`config.mk`:
```
export PLATFORM = sky130hd
export DESIGN_NAME = shake_absorb_padder
export DESIGN_NICKNAME = d
export VERILOG_FILES = /design/src/rtl/shake_absorb_padder_pkg.sv /design/src/rtl/pad_word_gen.sv /design/src/rtl/shake_absorb_padder.sv
export SDC_FILE = /design/constraint.sdc
export NUM_CORES = 2
export LEC_CHECK = 0
export CAP_MARGIN = 20
export CORE_AREA = 2 2 553 555
export CTS_BUF_LIST = sky130_fd_sc_hd__clkbuf_8
export CTS_CLUSTER_SIZE = 16
export DETAILED_ROUTE_END_ITERATION = 7
export DIE_AREA = 0 0 555 557
export MAX_ROUTING_LAYER = met4
export SETUP_SLACK_MARGIN = 0.05
export SLEW_MARGIN = 20
export SYNTH_ARGS = -nofsm -noshare
export SYNTH_HDL_FRONTEND = slang
export SYNTH_SLANG_ARGS = --single-unit
```
`constraint.sdc`:
```
create_clock -name clk -period 3 [get_ports clk]
set_input_delay 0.6 -clock clk [delete_from_list [all_inputs] [get_ports clk]]
set_output_delay 0.6 -clock clk [all_outputs]
set_load 0.05 [all_outputs]
```
`src/rtl/shake_absorb_padder_pkg.sv`:
```
// Shared constants and types for the SHAKE absorb-side padder.
package shake_absorb_padder_pkg;

    localparam int unsigned WORD_W         = 64;
    localparam int unsigned RATE_W_128_DEF = 21;   // SHAKE128: 1344-bit rate
    localparam int unsigned RATE_W_256_DEF = 17;   // SHAKE256: 1088-bit rate
    localparam int unsigned SLOTS          = RATE_W_128_DEF;
    localparam int unsigned BLOCK_W        = WORD_W * SLOTS;

    localparam logic       MODE_G      = 1'b0;
    localparam logic       MODE_H      = 1'b1;
    localparam logic [7:0] DOMAIN_BYTE = 8'h1F;
    localparam logic [7:0] FINAL_BYTE  = 8'h80;

    typedef enum logic [0:0] {
        StFill,
        StFull
    } state_e;

endpackage

```
`src/rtl/pad_word_gen.sv`:
```
// Byte-lane padding of one message word: keeps the valid bytes of a final
// word, inserts the domain byte right after them and zeroes the rest.
module pad_word_gen
    import shake_absorb_padder_pkg::*;
(
    input  logic [63:0] word,
    input  logic [2:0]  byte_num,
    input  logic        is_last,
    output logic [63:0] padded
);

    logic [7:0] keep_mask;

    // A non-final word passes through untouched; a final word keeps byte_num bytes.
    always_comb begin
        keep_mask = is_last ? (8'hFF >> (4'd8 - {1'b0, byte_num})) : 8'hFF;
        padded    = '0;
        for (int i = 0; i < 8; i++) begin
            if (keep_mask[i]) begin
                padded[8*i +: 8] = word[8*i +: 8];
            end else if (is_last && (3'(i) == byte_num)) begin
                padded[8*i +: 8] = DOMAIN_BYTE;
            end
        end
    end

endmodule

```
`src/rtl/shake_absorb_padder.sv`:
```
// Collects 64-bit message words into a SHAKE128/256 rate block, applies the
// SHAKE padding on the final word and hands the block to the permutation.
module shake_absorb_padder
    import shake_absorb_padder_pkg::*;
#(
    parameter int unsigned RATE_W_128 = RATE_W_128_DEF,
    parameter int unsigned RATE_W_256 = RATE_W_256_DEF
) (
    input  logic               clk,
    input  logic               reset,
    input  logic [63:0]        in,
    input  logic               in_ready,
    input  logic               is_last,
    input  logic [2:0]         byte_num,
    input  logic               mode,
    input  logic               f_ack,
    output logic               buffer_full,
    output logic               buffer_last,
    output logic [BLOCK_W-1:0] out,
    output logic               out_ready
);

    state_e             state_q, state_d;
    logic [4:0]         cnt_q, cnt_d;
    logic               mode_q, mode_d;
    logic               active_q, active_d;   // inside a message; mode already latched
    logic               last_q, last_d;
    logic [BLOCK_W-1:0] blk_q, blk_d;

    logic               eff_mode;
    logic [4:0]         rw;
    logic [63:0]        padded;

    // The first word of a message sees the live mode; later words the latched one.
    assign eff_mode = active_q ? mode_q : mode;
    assign rw       = (eff_mode == MODE_H) ? 5'(RATE_W_256) : 5'(RATE_W_128);

    pad_word_gen u_pad_word_gen (
        .word     (in),
        .byte_num (byte_num),
        .is_last  (is_last),
        .padded   (padded)
    );

    // Next-state: word insertion, final-bit OR and block hand-off.
    always_comb begin
        state_d  = state_q;
        cnt_d    = cnt_q;
        mode_d   = mode_q;
        active_d = active_q;
        last_d   = last_q;
        blk_d    = blk_q;
        unique case (state_q)
            StFill: begin
                if (in_ready) begin
                    mode_d = eff_mode;
                    for (int k = 0; k < SLOTS; k++) begin
                        if (5'(k) == cnt_q) begin
                            blk_d[WORD_W*k +: WORD_W] = padded;
                        end
                    end
                    if (is_last) begin
                        // Final bit sits in the top byte of the last rate word.
                        for (int k = 0; k < SLOTS; k++) begin
                            if (5'(k) == (rw - 5'd1)) begin
                                blk_d[WORD_W*k+56 +: 8] = blk_d[WORD_W*k+56 +: 8] | FINAL_BYTE;
                            end
                        end
                        state_d  = StFull;
                        last_d   = 1'b1;
                        active_d = 1'b0;
                    end else begin
                        active_d = 1'b1;
                        cnt_d    = cnt_q + 5'd1;
                        if (cnt_q == (rw - 5'd1)) begin
                            state_d = StFull;
                        end
                    end
                end
            end
            StFull: begin
                if (f_ack) begin
                    state_d = StFill;
                    cnt_d   = '0;
                    last_d  = 1'b0;
                    blk_d   = '0;
                end
            end
            default: state_d = StFill;
        endcase
    end

    // State registers with asynchronous active-low reset.
    always_ff @(posedge clk or negedge reset) begin
        if (!reset) begin
            state_q  <= StFill;
            cnt_q    <= '0;
            mode_q   <= MODE_G;
            active_q <= 1'b0;
            last_q   <= 1'b0;
            blk_q    <= '0;
        end else begin
            state_q  <= state_d;
            cnt_q    <= cnt_d;
            mode_q   <= mode_d;
            active_q <= active_d;
            last_q   <= last_d;
            blk_q    <= blk_d;
        end
    end

    // Outputs are driven straight from state so they stay stable while held.
    always_comb begin
        buffer_full = (state_q == StFull);
        out_ready   = (state_q == StFull);
        buffer_last = last_q;
        out         = blk_q;
    end

endmodule

```
==> results.json <==
{
  "root_buffer": "clkbuf_8",
  "slowest_stage": "clkdlybuf4s50_1",
  "final_area_sq_mm": 0.0797,
  "worstPathMaxFanout": 2,
  "grt_pass1_wl_mm": 414,
  "cts_made_buffers": 237,
  "layout_commonest_cell": "dfrtp_1",
  "route.detailed.drc": 0,
  "slew_headroom_pct": 25.8,
  "wl_per_cell_um": 30.5,
  "worstPathArrival_ps": 2260,
  "initial_core_util_pct": 16.9,
  "seqPwrFrac_pct": 35.5,
  "preCtsSetupSlack_ps": -395,
  "min_path_type": "input pin to async pin",
  "irDropWorstVdd_v": 0.000604,
  "final_cell_mix": "dfrtp_1, clkdlybuf4s50_1, o21ai_0",
  "startpoint": "out[1]",
  "worstPathRequired_ps": 2400,
  "synth_cell_types": 57,
  "fmax_mhz": 350,
  "worstMarginPinSlew_ps": 1110,
  "finalClockSkew_ps": 105,
  "die_area_sq_mm": 0.309,
  "drt_iter0_markers": 5553,
  "ys_warn_count": 0,
  "start_kind": "flip-flop",
  "synth_largest_area_cell": "dfrtp_1",
  "cpPeakStageDelay_ps": 830,
  "via_per_inst": 4.58,
  "hold_viol": 0,
  "setup_ws_ps": 140,
  "cp-end-kind": "output pin",
  "path_cells": "clkdlybuf4s50_1",
  "powerDensity_mw_per_mm2": 780,
  "combPwrFrac_pct": 34.4,
  "synthToLayoutAreaGrowth_pct": 54.7,
  "power_frac_clock_pct": 30.1,
  "overflow": 0,
  "clock_path_buffers": 4,
  "nFillCells": 31699,
  "dr.pass1.iters": 6,
  "switching_share_pct": 41.0,
  "final-max-slew-violation-count": 0,
  "port_buffers": 1419,
  "synth_edf_count": 0,
  "cts-htree-levels": 4,
  "finalSetupViolCount": 0,
  "antenna_found_initial": 75,
  "grt_usage_pct": 20.0,
  "design.core.area_sq_mm": 0.304,
  "status": "complete, no violations",
  "synthFlopType": "dfrtp_1",
  "crit_cells": 1,
  "rr_startpoint": "cnt_q[0]",
  "die_h_um": 557,
  "syn-instance-count": 4411,
  "placed_cell_area_sq_mm": 0.0748,
  "avgSynthCellArea_sq_um": 11.7,
  "path_buf_inv": 1,
  "grt_pass1_vias": 46800,
  "cts_tree": "built",
  "io_pins": 1420,
  "yosysSeqAreaShare_pct": 65.7,
  "rsz0062_at_grt": "false",
  "ant_nets": 0,
  "synth-seq-cells": 1353,
  "drt-total-wl_mm": 313,
  "layout.nets": 6116,
  "synth_area_leaders": "dfrtp_1, o21ai_0, nand3_1, a221o_1, clkbuf_1",
  "drive_above_1_share_pct": 16.8,
  "reg2regPathDepth": 7,
  "synth-async-reset-ratio_pct": 100,
  "finalSetupTns_ps": 0,
  "clock_sinks": 1353,
  "synth_nets": 4497,
  "grt_max_degree": 97,
  "die_w_um": 555,
  "p_sw_uw": 25500,
  "synth_top_area_share_pct": 65.7,
  "insertion_delay_ps": 1060,
  "clkTransAtPathRegs_ps": 70,
  "path_delay_family": "buffers and inverters",
  "min_period_over_period_pct": 95.3,
  "post-route-util_pct": 26.2,
  "crit_type": "flip-flop to output pin",
  "p_leak_uw": 0.0362,
  "internal-power_uw": 36700,
  "cap_viol_max_count": 0,
  "detailed_place_hpwl_mm": 238,
  "vias": 47002,
  "finalCriticalPeriod_ps": 2860,
  "synthesis.area_sq_mm": 0.0515,
  "gp_congestion": 0.912,
  "fp-row-count": 203
}
-- layout make-up --
cell class / count / area, sq um / share of cell area [%]
flip-flops and latches: 1353 / 33900 / 42.5
well taps: 3997 / 5000 / 6.28
clock buffers: 287 / 3950 / 4.96
repair buffers: 1821 / 18800 / 23.6
clock inverters: 142 / 1190 / 1.49
multi-input cells: 2609 / 16800 / 21.0
inverters: 8 / 30.0 / 0.0377
diodes: 39 / 97.6 / 0.122
-- registers in the layout, summed over array words and instances (netlist names) --
| name | cells |
|---|---|
| mode_q | 1 |
| cnt_q | 5 |
| out | 1344 |
| active_q | 1 |
| buffer_full | 1 |
| buffer_last | 1 |
-- what timing repair did --
item                                   in CTS  in global routing
resized for setup                         415                  4
hold buffers                                1                  0
endpoints found under the hold margin     143                  0
setup endpoints to repair                 385                 12
buffers inserted                            0                  7
-- routing by layer --
metal	track usage [%]	vias up	part of all wire, %
met1	23.8	23959	39
met2	29.8	3044	44
met4	11.6	0	6.5
met5	-	-	0
met3	6.19	655	10
li1	-	19344	-
-- per-stage QoR --
step           cells  total power, uW  hold WS, ps
3_3_place_gp    9780            43800          462
6_report       10256            62200          207
2_1_floorplan   4411            33500          304
3_5_place_dp    9780            44000          470
4_1_cts        10210            62500          131
5_1_grt        10241            64200          172
-- kinds of logic (layout without fill, tap and decap cells) --
group / count (synthesis) / count (layout) / share of synthesized area [%]
DFF: 1353 / 1353 / 65.7
AOI/OAI and AO/OA: 1314 / 1314 / 16.7
and+or+nand+nor: 1183 / 1183 / 11.7
buffers and inverters: 449 / 2258 / 3.41
muxes: 97 / 97 / 2.12
adders and majority gates: 13 / 13 / 0.316
xor gates and xnor gates: 2 / 2 / 0.0340
other: 0 / 39 / 0
-- power groups by stage --
stage | sequential, uW | combinational (uW) | clock, uW
after global placement | 22300 | 21500 | 0
final | 22100 | 21400 | 18700
after CTS | 22100 | 21400 | 19100
after global routing | 22300 | 22100 | 19900
after floorplan | 29800 | 3760 | 0
after detailed placement | 22400 | 21700 | 0
-- cells in the mapped netlist, drive strengths merged, types with 7 or more instances --
master	n
nor2b	7
ha	13
mux2	96
nor2	61
clkbuf	377
nand2	355
a32oi	30
dfrtp	1353
o2bb2ai	87
a31oi	11
a21o	10
nand3	603
nor4	20
o21ai	809
a221o	250
and2	80
a21oi	48
inv	8
a22o	57
buf	64
nand3b	14
-- path summary, 6_finish.rpt --
check	end	slack, ps
worst max-delay path	out[1]	140
worst min-delay path	out[659]	210
worst max register to register	out[643]	310
worst min register to register	out[270]	470
max in group asynchronous	out[832]	1630
min in group clk	out[1342]	400
(Power assumes the default switching activity.)
